### src/rtl/dshot_encoder_pkg.sv
// dshot_encoder_pkg
//   Shared definitions for the DShot encoder: FSM state encoding, DShot value
//   limits, the Q4.28 throttle format and the 4-bit frame checksum.
package dshot_encoder_pkg;

  typedef enum logic [1:0] {
    ST_IDLE = 2'd0,
    ST_SEND = 2'd1,
    ST_GAP  = 2'd2
  } state_t;

  localparam int DSHOT_MIN_THROTTLE = 48;
  localparam int DSHOT_MAX          = 2047;
  localparam int DSHOT_SCALE        = 1999;
  localparam int DSHOT_CMD_MAX      = 47;
  localparam int Q_FRAC_BITS        = 28;
  localparam logic [31:0] Q_ONE     = 32'h1000_0000;
  localparam int FRAME_BITS         = 16;

  // XOR of the three nibbles of {value, telem}.
  function automatic logic [3:0] dshot_crc(input logic [11:0] v);
    return v[3:0] ^ v[7:4] ^ v[11:8];
  endfunction

endpackage

### src/rtl/dshot_encoder_if.sv
// dshot_encoder_if
//   Request channel from the flight-loop scheduler / mixer into one encoder.
//   in_valid/in_ready  : handshake, transfer on an edge with both high
//   throttle           : signed Q4.28 mixed throttle
//   is_cmd/cmd_code    : send a DShot special command instead of throttle
//   telem              : telemetry request bit
interface dshot_encoder_if;
  logic        in_valid;
  logic        in_ready;
  logic [31:0] throttle;
  logic        is_cmd;
  logic [5:0]  cmd_code;
  logic        telem;

  modport master (
    output in_valid, throttle, is_cmd, cmd_code, telem,
    input  in_ready
  );

  modport slave (
    input  in_valid, throttle, is_cmd, cmd_code, telem,
    output in_ready
  );
endinterface

### src/rtl/dshot_frame_builder.sv
// dshot_frame_builder
//   Purely combinational: turns one request into a 16-bit DShot frame.
//   throttle : in  signed Q4.28, clamped to [0, 1.0] and scaled to 48..2047
//   is_cmd   : in  1 = use cmd_code verbatim (values above 47 become 0)
//   cmd_code : in  special command code
//   telem    : in  telemetry request bit
//   frame    : out {value[10:0], telem, crc[3:0]}, MSB transmitted first
module dshot_frame_builder
  import dshot_encoder_pkg::*;
(
  input  logic [31:0] throttle,
  input  logic        is_cmd,
  input  logic [5:0]  cmd_code,
  input  logic        telem,
  output logic [15:0] frame
);

  localparam logic [28:0] X_MAX = Q_ONE[28:0];

  logic        positive;
  logic [28:0] x;
  logic [42:0] product;
  logic [10:0] scaled;
  logic [10:0] value;
  logic [11:0] v;

  always_comb begin
    positive = ($signed(throttle) > 0);
    x        = '0;
    if (positive) begin
      x = (throttle > Q_ONE) ? X_MAX : throttle[28:0];
    end
    // x <= 2^28, so (x * 1999) >> 28 never exceeds 1999 and fits in 11 bits.
    product = {14'b0, x} * 43'(DSHOT_SCALE);
    scaled  = 11'(product >> Q_FRAC_BITS);

    value = '0;
    if (is_cmd) begin
      if (cmd_code <= 6'(DSHOT_CMD_MAX)) begin
        value = {5'b0, cmd_code};
      end
    end else if (positive) begin
      value = 11'(DSHOT_MIN_THROTTLE) + scaled;
    end

    v     = {value, telem};
    frame = {v, dshot_crc(v)};
  end

endmodule

### src/rtl/dshot_encoder.sv
// dshot_encoder
//   One motor channel: accepts a request over the slave handshake, latches the
//   frame built from it, serialises the 16 bits MSB first as DShot pulses and
//   then holds the line low for a fixed gap before accepting the next request.
//   clk        : in  system clock
//   reset      : in  asynchronous, active-high reset
//   bus        : slave side of dshot_encoder_if (request + in_ready)
//   dshot_out  : out registered serial line to the ESC
//   busy       : out frame or gap in progress
//   frame_done : out one-cycle pulse on the last gap cycle
module dshot_encoder
  import dshot_encoder_pkg::*;
#(
  parameter int BIT_TICKS = 80,
  parameter int T0H_TICKS = 30,
  parameter int T1H_TICKS = 60,
  parameter int GAP_TICKS = 96
) (
  input  logic           clk,
  input  logic           reset,
  dshot_encoder_if.slave bus,
  output logic           dshot_out,
  output logic           busy,
  output logic           frame_done
);

  generate
    if (!(T0H_TICKS > 0 && T0H_TICKS < T1H_TICKS && T1H_TICKS < BIT_TICKS && GAP_TICKS >= 1)) begin : g_bad_params
      $error("dshot_encoder: illegal timing parameters");
    end
  endgenerate

  // One counter serves both the per-bit tick and the gap length.
  localparam int CNT_MAX = (BIT_TICKS > GAP_TICKS) ? BIT_TICKS : GAP_TICKS;
  localparam int CNT_W   = $clog2(CNT_MAX);
  localparam logic [CNT_W-1:0] BIT_LAST = CNT_W'(BIT_TICKS - 1);
  localparam logic [CNT_W-1:0] GAP_LAST = CNT_W'(GAP_TICKS - 1);
  localparam logic [CNT_W-1:0] T0H_CNT  = CNT_W'(T0H_TICKS);
  localparam logic [CNT_W-1:0] T1H_CNT  = CNT_W'(T1H_TICKS);

  state_t           state_reg, state_next;
  logic [15:0]      frame_reg;
  logic [3:0]       bit_reg;
  logic [CNT_W-1:0] tick_reg;
  logic             dshot_out_reg;
  logic [15:0]      frame_built;
  logic             accept;
  logic             bit_end;
  logic             send_high;

  dshot_frame_builder u_builder (
    .throttle (bus.throttle),
    .is_cmd   (bus.is_cmd),
    .cmd_code (bus.cmd_code),
    .telem    (bus.telem),
    .frame    (frame_built)
  );

  assign accept    = (state_reg == ST_IDLE) && bus.in_valid;
  assign bit_end   = (tick_reg == BIT_LAST);
  assign send_high = (state_reg == ST_SEND) &&
                     (tick_reg < (frame_reg[bit_reg] ? T1H_CNT : T0H_CNT));

  // State register
  always_ff @(posedge clk or posedge reset) begin
    if (reset) begin
      state_reg <= ST_IDLE;
    end else begin
      state_reg <= state_next;
    end
  end

  // Next-state logic
  always_comb begin
    state_next = state_reg;
    case (state_reg)
      ST_IDLE: if (bus.in_valid) state_next = ST_SEND;
      ST_SEND: if (bit_end && bit_reg == 4'd0) state_next = ST_GAP;
      ST_GAP:  if (tick_reg == GAP_LAST) state_next = ST_IDLE;
      default: state_next = ST_IDLE;
    endcase
  end

  // Outputs
  always_comb begin
    bus.in_ready = (state_reg == ST_IDLE);
    busy         = (state_reg != ST_IDLE);
    frame_done   = (state_reg == ST_GAP) && (tick_reg == GAP_LAST);
    dshot_out    = dshot_out_reg;
  end

  // Datapath: frame latch, counters and the registered line driver. The line
  // is registered from the counters, so the first high appears one edge after
  // the accept edge and the 16 bit periods end one edge after SEND does.
  always_ff @(posedge clk or posedge reset) begin
    if (reset) begin
      frame_reg     <= '0;
      bit_reg       <= '0;
      tick_reg      <= '0;
      dshot_out_reg <= 1'b0;
    end else begin
      dshot_out_reg <= send_high;
      case (state_reg)
        ST_IDLE: begin
          if (accept) begin
            frame_reg <= frame_built;
            bit_reg   <= 4'(FRAME_BITS - 1);
            tick_reg  <= '0;
          end
        end
        ST_SEND: begin
          // Leaving SEND after bit 0 also zeroes the tick for the gap count.
          if (bit_end) begin
            tick_reg <= '0;
            bit_reg  <= bit_reg - 4'd1;
          end else begin
            tick_reg <= tick_reg + 1'b1;
          end
        end
        ST_GAP:  tick_reg <= tick_reg + 1'b1;
        default: ;
      endcase
    end
  end

endmodule
### src/flat_wrapper.sv
// flat-port wrapper written by rule: the top's interface ports become plain ports
module dshot_encoder_flat import dshot_encoder_pkg::*;
#(
  parameter int BIT_TICKS = 80,
  parameter int T0H_TICKS = 30,
  parameter int T1H_TICKS = 60,
  parameter int GAP_TICKS = 96
)
  (clk, reset, dshot_out, busy, frame_done, bus_in_valid, bus_throttle, bus_is_cmd, bus_cmd_code, bus_telem, bus_in_ready);
  dshot_encoder_if bus_i ();
  input  logic clk;
  input  logic reset;
  output logic dshot_out;
  output logic busy;
  output logic frame_done;
  input wire logic [$bits(bus_i.in_valid)-1:0] bus_in_valid;
  input wire logic [$bits(bus_i.throttle)-1:0] bus_throttle;
  input wire logic [$bits(bus_i.is_cmd)-1:0] bus_is_cmd;
  input wire logic [$bits(bus_i.cmd_code)-1:0] bus_cmd_code;
  input wire logic [$bits(bus_i.telem)-1:0] bus_telem;
  output wire logic [$bits(bus_i.in_ready)-1:0] bus_in_ready;
  assign bus_i.in_valid = bus_in_valid;
  assign bus_i.throttle = bus_throttle;
  assign bus_i.is_cmd = bus_is_cmd;
  assign bus_i.cmd_code = bus_cmd_code;
  assign bus_i.telem = bus_telem;
  assign bus_in_ready = bus_i.in_ready;
  dshot_encoder #(.BIT_TICKS(BIT_TICKS), .T0H_TICKS(T0H_TICKS), .T1H_TICKS(T1H_TICKS), .GAP_TICKS(GAP_TICKS)) u_core (.clk(clk), .reset(reset), .bus(bus_i), .dshot_out(dshot_out), .busy(busy), .frame_done(frame_done));
endmodule
### config.mk
export PLATFORM = sky130hd
export DESIGN_NAME = dshot_encoder_flat
export DESIGN_NICKNAME = d
export VERILOG_FILES = /design/src/rtl/dshot_encoder_pkg.sv /design/src/rtl/dshot_encoder_if.sv /design/src/rtl/dshot_frame_builder.sv /design/src/rtl/dshot_encoder.sv /design/src/flat_wrapper.sv
export SDC_FILE = /design/constraint.sdc
export NUM_CORES = 1
export LEC_CHECK = 0
export ABC_CLOCK_PERIOD_IN_PS = 4600
export CORE_MARGIN = 2
export CORE_UTILIZATION = 50
export DETAILED_ROUTE_END_ITERATION = 16
export PLACE_DENSITY = 0.68
export SLEW_MARGIN = 20
export SYNTH_ARGS = -nofsm -noshare
export SYNTH_HDL_FRONTEND = slang
export SYNTH_HIERARCHICAL = 1
export SYNTH_SLANG_ARGS = --single-unit
### constraint.sdc
create_clock -name clk -period 4.6 [get_ports clk]
set_input_delay 1.15 -clock clk [delete_from_list [all_inputs] [get_ports clk]]
set_output_delay 1.15 -clock clk [all_outputs]
set_load 0.01 [all_outputs]
; Word-level counts from Yosys, hierarchy flattened
; Index checks and enable logic that the tools add are counted.
[totals]
out_inout_bits = 4
elab_cells = 56
in_bits = 43
ff_bits = 30
[op_classes]
n_bitwise = 2
n_lt_le_gt_ge = 5
mux = 18
addsub = 3
eq_ne = 9
mul = 1
reduce_logical = 13
[op_table]
columns = operator, n
row1 = $mux 29, 2
row2 = $mul 29x11->39 const B, 1
row3 = $gt 32x1->1 const B, 1
row4 = $gt 32x29->1 const B, 1
row5 = $mux 11, 2
row6 = $pmux 7 s3, 1
row7 = $eq 7x7->1 const B, 2
row8 = $mux 7, 2
row9 = $mux 6, 2
row10 = $add 6x11->11 const A, 1
row11 = $mux 4, 2
row12 = $pmux 4 s2, 1
row13 = $xor 4x4->4, 2
row14 = $add 7x1->7 const B, 1
row15 = $lt 7x7->1, 1
row16 = $le 6x6->1 const B, 1
row17 = $mux 2, 3
row18 = $ne 2x1->1 const B, 3
row19 = $pmux 2 s3, 1
row20 = $reduce_and 3->1, 2
row21 = $lt 4x5->1 const B, 1
row22 = $bmux 1 s4, 1
row23 = $logic_and 1x1->1, 4
row24 = $logic_not 4->1, 1
row25 = other kinds (9), 12

; Longest topological paths before layout
; Gate-level depths: netlist of the first run.
[logic_depth]
depth_word = 9
mapped_depth = 34
depth_no_buf = 32

; Cells and area by module
; The synthesis of the first run kept the hierarchy.
[modules_own_cells]
columns = module, area_each_um2, cells_each, n_inst, seq_area_each_um2
row1 = dshot_frame_builder, 7355.8, 782, 1, 0.0
row2 = dshot_encoder, 1701.6, 156, 1, 750.7

; Worst setup path after synthesis of the first run
; Ideal clock, no wire load.
[synth_path]
path_kind = in2reg
startpoint = in bus_throttle[3]
endpoint = reg u_core.frame_reg[2]
required_time_ps = 4475
path_slack_ps = -4001
arrival_ps = 8476
setup_ps = 125
path_stages = 31
n_path_buf = 2
cell_sequence = nor4_1 -> nand4_1 -> o21ai_0 -> clkbuf_1 -> clkbuf_1 -> nand2_1 -> fa_1 -> fa_1 -> fa_1 -> inv_1 -> fa_1 -> inv_1 -> fa_1 -> inv_1 -> ha_1 -> nand4_1 -> nor4_2 -> and4_1 -> o211a_4 -> nor2_1 -> o21ai_2 -> a21oi_1 -> xor2_1 -> ha_1 -> o22ai_1 -> o21ai_0 -> a211oi_1 -> nand3_1 -> mux2i_1 -> nor4_1 -> mux2_2
[synth_between]
elab_chain_cells = 9
word_cells_on_any_way = 10
classes_between = add/sub (1) / mul (1) / order compare (2) / mux (4) / bitwise (2)
[synth_rtl]
columns = element, line_no
row1 = start: declaration, flat_wrapper.sv:17  ; input wire logic [$bits(bus_i.throttle)-1:0] bus_throttle;
row2 = $gt 32x29->1, dshot_frame_builder.sv:31  ; x = (throttle > Q_ONE) ? X_MAX : throttle[28:0];
row3 = $mux 29, dshot_frame_builder.sv:31
row4 = $mux 29, dshot_frame_builder.sv:30  ; if (positive) begin
row5 = $mul 29x11->39, dshot_frame_builder.sv:34  ; product = {14'b0, x} * 43'(DSHOT_SCALE);
row6 = $add 6x11->11, dshot_frame_builder.sv:43  ; value = 11'(DSHOT_MIN_THROTTLE) + scaled;
row7 = $mux 11 (*), dshot_frame_builder.sv:42  ; end else if (positive) begin
row8 = $mux 11 (*), dshot_frame_builder.sv:38  ; if (is_cmd) begin
row9 = net u_core.frame_built[10], dshot_encoder.sv:46  ; logic [15:0] frame_built;
row10 = $xor 4x4->4 (*) (2 in a row), dshot_encoder_pkg.sv:22  ; return v[3:0] ^ v[7:4] ^ v[11:8];
row11 = net u_core.frame_built[2], dshot_encoder.sv:46
row12 = end signal: assignment, dshot_encoder.sv:106  ; frame_reg <= frame_built;
row13 = end: declaration, dshot_encoder.sv:42  ; logic [15:0] frame_reg;
; The timed path passes the listed nets; every way through them passes the cells marked *.
; A chain may end at the register's enable or synchronous reset.

; Worst setup path after layout of the first run
[layout_path]
startpoint = in bus_throttle[21]
endpoint = reg u_core.frame_reg[2]
; The elaborated chain is that of the path after synthesis.

==> qor.csv, run 1 <==
metric,value,unit
status,"complete, but fails checks",
failing checks,negative setup slack,
Mapped Cells,938,
Hold Worst Slack,0.501,ns
Crit path buffers/inverters,5,
skew final,0.00467,ns
Peak Freq,0.123,GHz
number of hold buffers added after CTS,0,
chip height,139,um
CTS Buffer Depth,2,
Core Region,0.0178,mm2
worst vdd ir,0.303,mV
Synth async-reset ratio,1.00,
synthesized flop and latch total,30,
Mapped Avg Cell Area,9.66,um2
final worst slack,-3.53,ns
n_diodes,0,
number of flip-flops in the largest register,16,
"antenna viol nets, final",0,
Layout Nets,1550,
Max-Cap Viols,0,
routed wire length,23600,um
crit-path leading delay family,adder cells,
Syn-to-layout area delta,39.8,%
commonest cells in the netlist,"244 x inv_1, 175 x fa_1, 106 x ha_1, 54 x nand2_1, 42 x a21oi_1",
Die ar.,0.0192,mm2
Worst Path Required,4.76,ns
row cnt,49,
Final Setup Violations,15,
Startpoint Class,input pin,
P_sw,718,uW
post-route insts no fill,1456,
unrepaired setup endpoints after global routing,true,
Mapped Area,0.00906,mm2
clock root buffer,clkbuf_16,
Die W,139,um
proportion of layout cells with a drive suffix above 1,0.373,
Post-synth EDFFs,0,
Synth Flop Type,dfrtp_1,
CTS Sinks,30,
initial antenna violation count,0,
Seq pwr share,0.205,
Worst Hold Class,register to register,
vias in the first global route,8372,
CP peak stage delay,0.54,ns
LEAKAGE,6.32,nW
via count,7470,
port bufs,46,
routability cong.,0.882,
clock power share,0.178,
Avg WL per Cell,16.2,um
worst setup path category,input pin to register,
"Reg clk slew, reported paths",0.05,ns
PD cells,145,mW/mm2
Sw Share,0.392,
peak fanout along the critical path,6,
setup TNS,-44.14,ns
Placed Cells incl. Taps,1411,
Worst Path Arrival,8.28,ns
first-pass GRT wire length,40700,um
Initial Util,0.508,
filler instances,1302,
post-layout min period,8.13,ns
post-layout util,0.710,
Tcrit/Tclk final,1.77,
syn nets,1262,
gr ovfl total,0,
most frequent CP cell,fa_1,
CTS tree,done,
max_slew headroom,0.507,
Overall Global Routing Usage,0.262,
Yosys top cell area share,0.387,
Internal,1.11,mW
CP Capture Type,register,
DR iter-0 viols,300,
largest net degree at the start of global routing,17,
Gate power share,0.617,
number of I/O pins,47,
post-synth top area cell,fa_1,
DP HPWL,20200,um
H-Tree Depth,2,
most common cell in the synthesized netlist,inv_1,
synth top area cells,"fa_1 39%, ha_1 15%, inv_1 10%",
Slew Limit Fails,0,
post-synth cell types,75,
warnings from Yosys,6,
Worst-Skew Late Latency,0.27,ns
worst slew pin tran,0.738,ns
Fin. Hold Viols,0,
vias per cell,5.13,
post-synthesis sequential area ratio,0.0829,
DRC Markers,0,
Initial DRT Pass Iterations,5,
total CTS buffers,5,
Critical Path Slowest Stage Cell,fa_1,
final timing paths:
check / startpoint / to / slack [ns] / cells after the start
worst max register to register: u_core/bit_reg[1] / u_core/dshot_out / 2.38 / 7
worst min register to register: u_core/frame_reg[10] / u_core/frame_reg[10] / 0.50 / 1
max in group asynchronous: reset / u_core/frame_reg[12] / 2.73 / 3
worst max-delay path: bus_throttle[21] / u_core/frame_reg[2] / -3.53 / 31
worst min-delay path: u_core/frame_reg[10] / u_core/frame_reg[10] / 0.50 / 1
min in group asynchronous: reset / u_core/frame_reg[1] / 1.23 / 2
area by class of cell:
class	count	area, um2	area share
clock buffer	7	143	0.0113
clock inverter	1	5.00	0.000395
inverter	244	933	0.0737
multi-input combinational	646	8160	0.644
sequential	30	751	0.0593
tap	229	287	0.0226
timing repair buffer	299	2380	0.188
power groups by stage:
stage	logic, mW	clock network, mW	registers [mW]
CTS	1.07	0.329	0.374
finish	1.13	0.325	0.376
floorplan	0.636	0	0.363
detailed placement	0.999	0	0.376
global placement	0.981	0	0.374
global route	1.25	0.347	0.385
logic make-up (layout without fill, tap and decap cells):
family                     after synthesis  in the layout  share of synthesized area
DFF                                     30             30                     0.0829
xor gates and xnor gates                33             33                     0.0319
buffers and inverters                  262            551                      0.113
adders and majority gates              281            281                      0.533
and+or+nand+nor                        177            177                      0.106
AOI/OAI and AO/OA                      130            130                      0.101
muxes                                   25             25                     0.0326
timing repair:
action                                  CTS  global route
endpoints found under the setup margin   15            15
pin swaps                                66            80
gates cloned                              1             0
resized for setup                       179            68
endpoints found under the hold margin     0             0
setup buffers                            25            14
placed cells by master, fill, tap and decap left out, types with 10 or more instances in the layout:
cell type | Yosys | final
buf_4 | 2 | 230
inv_1 | 244 | 215
fa_1 | 175 | 169
ha_1 | 106 | 82
nand2_1 | 54 | 39
a21oi_1 | 42 | 33
dfrtp_1 | 30 | 30
buf_6 | 3 | 25
inv_2 | 0 | 24
nor2_1 | 25 | 22
ha_4 | 0 | 21
o21ai_0 | 24 | 16
xnor2_1 | 19 | 15
clkdlybuf4s50_1 | 0 | 14
buf_2 | 5 | 14
mux2_2 | 16 | 14
nand3_1 | 17 | 14
a21o_1 | 11 | 11
a21oi_2 | 2 | 10
layer usage:
metal / part of all wire / up-vias / track usage
li1: - / 3573 / -
met1: 0.44 / 3715 / 0.351
met3: 0.030 / 40 / 0.0266
met4: 0.035 / 0 / 0.0736
met5: 0 / - / 0
met2: 0.50 / 142 / 0.455
metrics by stage:
stage          power, mW  setup slack [ns]  area (um2)
2_1_floorplan      0.999             -3.17        9420
4_1_cts             1.78             -3.47       12300
3_5_place_dp        1.38             -4.36       11700
6_report            1.83             -3.53       12700
5_1_grt             1.98             -3.86       12700
3_3_place_gp        1.35             -4.27       11700
(Power assumes the default switching activity.)
==> run 2, diff against run 1 <==
--- a/config.mk
+++ b/config.mk
@@ -8,6 +8,9 @@
 export ABC_CLOCK_PERIOD_IN_PS = 4600
+export CELL_PAD_IN_SITES_DETAIL_PLACEMENT = 1
+export CELL_PAD_IN_SITES_GLOBAL_PLACEMENT = 2
 export CORE_MARGIN = 2
-export CORE_UTILIZATION = 50
+export CORE_UTILIZATION = 44
+export CTS_CLUSTER_DIAMETER = 100
 export DETAILED_ROUTE_END_ITERATION = 16
-export PLACE_DENSITY = 0.68
+export PLACE_DENSITY = 0.89
 export SLEW_MARGIN = 20
==> constraint.sdc (replaced) <==
create_clock -name clk -period 4.6 [get_ports clk]
set_input_delay 0.92 -clock clk [delete_from_list [all_inputs] [get_ports clk]]
set_output_delay 0.92 -clock clk [all_outputs]
set_load 0.01 [all_outputs]
==> run 2 against run 1 <==
Compared with the run above:
- combinational power up 21%
- critical path depth up 2
- critical path type unchanged
- sequential power about the same
- wire length up 90%
- setup slack worse by 0.99 ns
- sequential cell count unchanged
- design area up 2.4%
- the flow still finishes with violations (negative setup slack)
- fmax down 11%
- first-iteration DRC count up 84%
- register-to-register slack worse by 0.06 ns
- worst hold slack worse by 0.0028 ns
- sequential share of layout area down 0.14 points
==> qor.csv, run 2 (same netlist as run 1, synthesis figures left out) <==
metric,value,unit,change
total CTS buffers,5,,unchanged
Max-Cap Viols,0,,unchanged
Tcrit/Tclk final,1.98,,was 1.77
Die W,147,um,was 139 um
R2R Path End,u_core/dshot_out,,unchanged
H-Tree Depth,2,,unchanged
"commonest non-fill, non-tap cell in the layout",buf_4,,unchanged
R2R Setup Slk,2.32,ns,was 2.38 ns
largest net degree at the start of global routing,31,,was 17
vias in the first global route,10200,,was 8372
CTS tree,done,,unchanged
gr ovfl total,0,,unchanged
first-pass GRT wire length,58500,um,was 40700 um
final worst slack,-4.52,ns,was -3.53 ns
unrepaired setup endpoints after global routing,true,,unchanged
Hold Worst Slack,0.498,ns,was 0.501 ns
"Reg clk slew, reported paths",0.05,ns,about the same
Final Setup Violations,15,,unchanged
worst vdd ir,0.168,mV,was 0.303 mV
skew final,0.00558,ns,was 0.00467 ns
number of I/O pins,47,,unchanged
PD cells,160,mW/mm2,was 145 mW/mm2
routed wire length,44900,um,was 23600 um
crit-path leading delay family,adder cells,,unchanged
Peak Freq,0.110,GHz,was 0.123 GHz
Avg WL per Cell,29.9,um,was 16.2 um
post-route insts no fill,1499,,was 1456
Fin. Hold Viols,0,,unchanged
CTS Sinks,30,,unchanged
LEAKAGE,6.32,nW,about the same
worst slew pin tran,0.865,ns,was 0.738 ns
filler instances,2152,,was 1302
Initial DRT Pass Iterations,5,,unchanged
Crit path buffers/inverters,7,,was 5
failing checks,negative setup slack,,unchanged
"antenna viol nets, final",0,,unchanged
number of flip-flops in the largest register,16,,unchanged
routability cong.,0.883,,was 0.882
DP HPWL,25400,um,was 20200 um
Layout Nets,1551,,was 1550
Die ar.,0.0217,mm2,was 0.0192 mm2
Initial Util,0.448,,was 0.508
CP Capture Type,register,,unchanged
Worst Path Arrival,9.28,ns,was 8.28 ns
proportion of layout cells with a drive suffix above 1,0.402,,was 0.373
max_slew headroom,0.422,,was 0.507
chip height,147,um,was 139 um
Worst Hold Class,register to register,,unchanged
Overall Global Routing Usage,0.360,,was 0.262
Syn-to-layout area delta,43.2,%,was 39.8%
Slew Limit Fails,0,,unchanged
initial antenna violation count,3,,was 0
worst reg2reg path depth,7,,unchanged
post-layout min period,9.12,ns,was 8.13 ns
DR iter-0 viols,553,,was 300
clock root buffer,clkbuf_16,,unchanged
Worst-Skew Late Latency,0.28,ns,was 0.27 ns
most frequent CP cell,fa_1,,unchanged
end of the critical path,u_core/frame_reg[2],,unchanged
crit path from,bus_throttle[19],,was bus_throttle[21]
CP Depth,33,,was 31
Placed Cells incl. Taps,1442,,was 1411
Core Region,0.0202,mm2,was 0.0178 mm2
status,"complete, but fails checks",,unchanged
CP peak stage delay,0.57,ns,was 0.54 ns
CTS Buffer Depth,2,,unchanged
port bufs,46,,unchanged
Worst Path Required,4.76,ns,about the same
post-layout util,0.641,,was 0.710
peak fanout along the critical path,8,,was 6
DRC Markers,0,,unchanged
via count,9008,,was 7470
Critical Path Slowest Stage Cell,fa_1,,unchanged
number of hold buffers added after CTS,0,,unchanged
vias per cell,6.01,,was 5.13
"Power, Total",2.07,mW,was 1.83 mW
Startpoint Class,input pin,,unchanged
r2r startpoint,u_core/bit_reg[1],,unchanged
row cnt,52,,was 49
worst setup path category,input pin to register,,unchanged
most frequent cells in the layout,"227 x buf_4, 208 x inv_1, 157 x fa_1",,"was 230 x buf_4, 215 x inv_1, 169 x fa_1"
==> run 2: cell count changes in the layout (fill, tap and decap cells not counted), moves of 5 or more <==
cell,change
fa_2,+12
inv_2,+5
inv_1,-7
fa_1,-12
nand2_8,+6
==> run 2: area by class of cell <==
| class | instances | area (um2) | share of cell area |
|---|---|---|---|
| clock inverters | 2 | 10.0 | 0.000772 |
| flip-flops and latches | 30 | 751 | 0.0579 |
| clock buffers | 5 | 125 | 0.00965 |
| repair buffers | 300 | 2440 | 0.188 |
| well taps | 270 | 338 | 0.0260 |
| multi-input cells | 646 | 8360 | 0.645 |
| inverters | 244 | 940 | 0.0725 |
| diodes | 2 | 5.00 | 0.000386 |
==> run 2: worst min-delay path by stage <==
stage          slack, ns  cells past startpoint                   end            startpoint
6_report            0.50                      1   u_core/frame_reg[4]   u_core/frame_reg[4]
5_1_grt             0.52                      1  u_core/frame_reg[11]  u_core/frame_reg[11]
4_1_cts             0.50                      1   u_core/frame_reg[4]   u_core/frame_reg[4]
3_5_place_dp        0.49                      1   u_core/frame_reg[4]   u_core/frame_reg[4]
3_3_place_gp        0.48                      1   u_core/frame_reg[4]   u_core/frame_reg[4]
2_1_floorplan       0.47                      1   u_core/frame_reg[4]   u_core/frame_reg[4]
==> run 2: worst reg2reg max path: stages (launching register included) <==
cell,delay [ns]
dfrtp_1,0.63
mux2i_1,0.14
and3_2,0.22
nor4_1,0.41
a21oi_1,0.13
ha_1,0.29
nand4_1,0.09
o211a_1,0.26
==> run 2: through the flow <==
stage	worst slack [ns]	instance area (um2)	setup TNS, ns
after floorplan	-2.94	9420	-34.71
after global placement	-3.95	11600	-53.41
after detailed placement	-4.25	11600	-55.49
after CTS	-3.37	12500	-42.46
after global routing	-4.62	13000	-60.62
final	-4.52	13000	-58.96
==> run 2: layer usage <==
layer,share of wire,up-vias,GRT usage
li1,-,3574,-
met2,0.47,579,0.633
met5,0,-,0
met1,0.33,4520,0.392
met4,0.11,0,0.238
met3,0.089,335,0.0753
==> run 2: report_power, final <==
group / internal [mW] / leakage [nW] / switching, mW
clock: 0.195 / 0.0695 / 0.125
combinational: 0.621 / 5.88 / 0.753
sequential: 0.333 / 0.375 / 0.0435
==> run 2: repair_timing <==
action,4_1_cts,5_1_grt
buffers inserted,40,24
gates cloned,3,0
pin swaps,64,71
setup endpoints to repair,15,15
gates resized for setup,211,107
==> edit, RTL diff (config.mk and constraints of run 1) <==
Encoding of `state_t`: now one-hot (3 bits for 3 states).
--- a/src/rtl/dshot_encoder_pkg.sv
+++ b/src/rtl/dshot_encoder_pkg.sv
@@ -3,10 +3,10 @@
 //   limits, the Q4.28 throttle format and the 4-bit frame checksum.
 package dshot_encoder_pkg;
 
-  typedef enum logic [1:0] {
-    ST_IDLE = 2'd0,
-    ST_SEND = 2'd1,
-    ST_GAP  = 2'd2
+  typedef enum logic [2:0] {
+    ST_IDLE = 3'b001,
+    ST_SEND = 3'b010,
+    ST_GAP  = 3'b100
   } state_t;
 
   localparam int DSHOT_MIN_THROTTLE = 48;
Formal check against the unedited RTL: same outputs for any inputs over 10 cycles, from zero or initial values and one cycle with reset high; not proved beyond that.
==> edit against run 1 <==
  * Count of clock-buffer cells in the layout rose by 1
  * Design area rose by 4.9%
  * Cell count rose by 4.3%
  * Worst setup slack got worse by 180 ps
  * Via count rose by 6.2%
  * Synthesized area fell by 0.76%
  * Critical endpoint is now u_core/frame_reg[3]
  * Synthesized cell count rose by 3.3%
  * First-iteration DRC count rose by 25%
  * Total power rose by 5.6%
  * The run still ends with setup timing left
  * Sequential cell count rose by 1
  * Core utilization rose by 3.7 points
  * Wire length rose by 12%
==> edit: results (changes against run 1) <==
[status]
outcome = complete, but fails checks  ; unchanged
failed_checks = setup timing  ; unchanged

[worst_setup_path]
peak_fanout_along_the_critical_path = 6  ; unchanged
timing.rr.start = u_core/bit_reg[0]  ; was u_core/bit_reg[1]
cp-endpoint = u_core/frame_reg[3]  ; was u_core/frame_reg[2]
worst_setup_path_startpoint = bus_throttle[20]  ; was bus_throttle[21]
critPathArrivalTime_ps = 8510  ; was 8280 ps

[detailed_routing]
num_vias = 7931  ; was 7470
wl_met1_um = 10600  ; was 10300 um
post_drt_wl_per_cell_um = 17.4  ; was 16.2 um
route.met2.wl_um = 14200  ; was 11800 um
met3_wire_length_um = 753  ; was 701 um
viasPerCell = 5.22  ; was 5.13
drt_iter0_markers = 376  ; was 300

[worst_hold_path]
min_delay_path_depth = 2  ; was 1
timing.hold.worst.start = u_core/frame_reg[0]  ; was u_core/frame_reg[10]
worst_hold_path.endpoint = u_core/frame_reg[0]  ; was u_core/frame_reg[10]

[timing]
finalWorstSetupSlack_ps = -3700  ; was -3530 ps
timing.final.setup_violations = 15  ; unchanged
worst_hold_slack_ps = 470  ; was 501 ps
timing_worst_slew_pin_value_ps = 752  ; was 738 ps
skew_ps = 2.11  ; was 4.67 ps
final.setup.tns_ps = -48430  ; was -44140 ps

[placement]
pre_cts_ws_ps = -4300  ; was -4360 ps
detailedPlacementHpwl_um = 20300  ; was 20200 um
dp_cells = 1456  ; was 1411
place_congestion = 0.897  ; was 0.882

[grt]
global_route.usage.met2_pct = 50.5  ; was 45.5%
grt.met3_usage_pct = 1.80  ; was 2.66%
grt_start_max_net_pins = 32  ; was 17
grt_first_pass_wirelength_um = 42200  ; was 40700 um
first_global_vias = 8675  ; was 8372
antenna_found_initial = 0  ; unchanged

[power]
pwr-share-seq_pct = 21.0  ; was 20.5%
switching_share_pct = 39.9  ; was 39.2%
vdd.ir_drop.worst_mv = 0.231  ; was 0.303 mV
power.combinational.fraction_pct = 61.3  ; was 61.7%
total_power_mw = 1.93  ; was 1.83 mW
power.leakage_nw = 6.38  ; was 6.32 nW

[yosys]
netlist_top_cells_area = fa_1 39%, ha_1 14%, inv_1 10%, dfrtp_1 8.4%, nand2_1 4.5%  ; was fa_1 39%, ha_1 15%, inv_1 10%, dfrtp_1 8.3%, a21oi_1 2.3%
dominantRegCellSynth = dfrtp_1  ; unchanged
synthAdderAreaFrac_pct = 53.2  ; was 53.3%
mapped_nets = 1289  ; was 1262
ys_types = 69  ; was 75
synthesis.area_per_instance_sq_um = 9.28  ; was 9.66 sq um
synth_commonest_cells = 242 x inv_1, 175 x fa_1, 108 x nand2_1  ; was 244 x inv_1, 175 x fa_1, 106 x ha_1
muxShareOfSynthArea_pct = 1.46  ; was 3.26%
synth-seq-area-share_pct = 8.64  ; was 8.29%
synth-compound-area-share_pct = 9.79  ; was 10.1%

[cts]
cts_buffers = 5  ; unchanged

[finish]
final_layout_size_suffix_gt1_share_pct = 40.3  ; was 37.3%
layout_net_count = 1608  ; was 1550

[edit: timing repair]
action                     4_1_cts  5_1_grt
pin swaps                      104      121
cloned                           1        0
setup buffers                   34       24
gates resized for setup        189      130
hold buffers                     0        0
setup endpoints to repair       15       15
[edit: cell type report]
type                            count  area (sq um)
Clock buffer                        8           156
Timing Repair Buffer              325          2710
Inverter                          242           918
Sequential cell                    31           777
Multi-Input combinational cell    683          8440
Fill cell                        1175          4500
Tap cell                          229           287
[edit: logic make-up after synthesis]
family	count (synthesis)
buffers and inverters	255
XOR/XNOR	39
adder cells (fa/ha/maj)	277
multiplexers	8
AND/OR/NAND/NOR	225
flip-flops	31
AO/OA/AOI/OAI	134
[edit: worst reg2reg max path, cell delays in order, from the launching register on]
cell and delay [ps]:
dfrtp_1 550, mux4_2 550, nor2_1 100, a31oi_1 50, a21oi_1 270, ha_1 290
a211oi_1 220, a21o_1 130
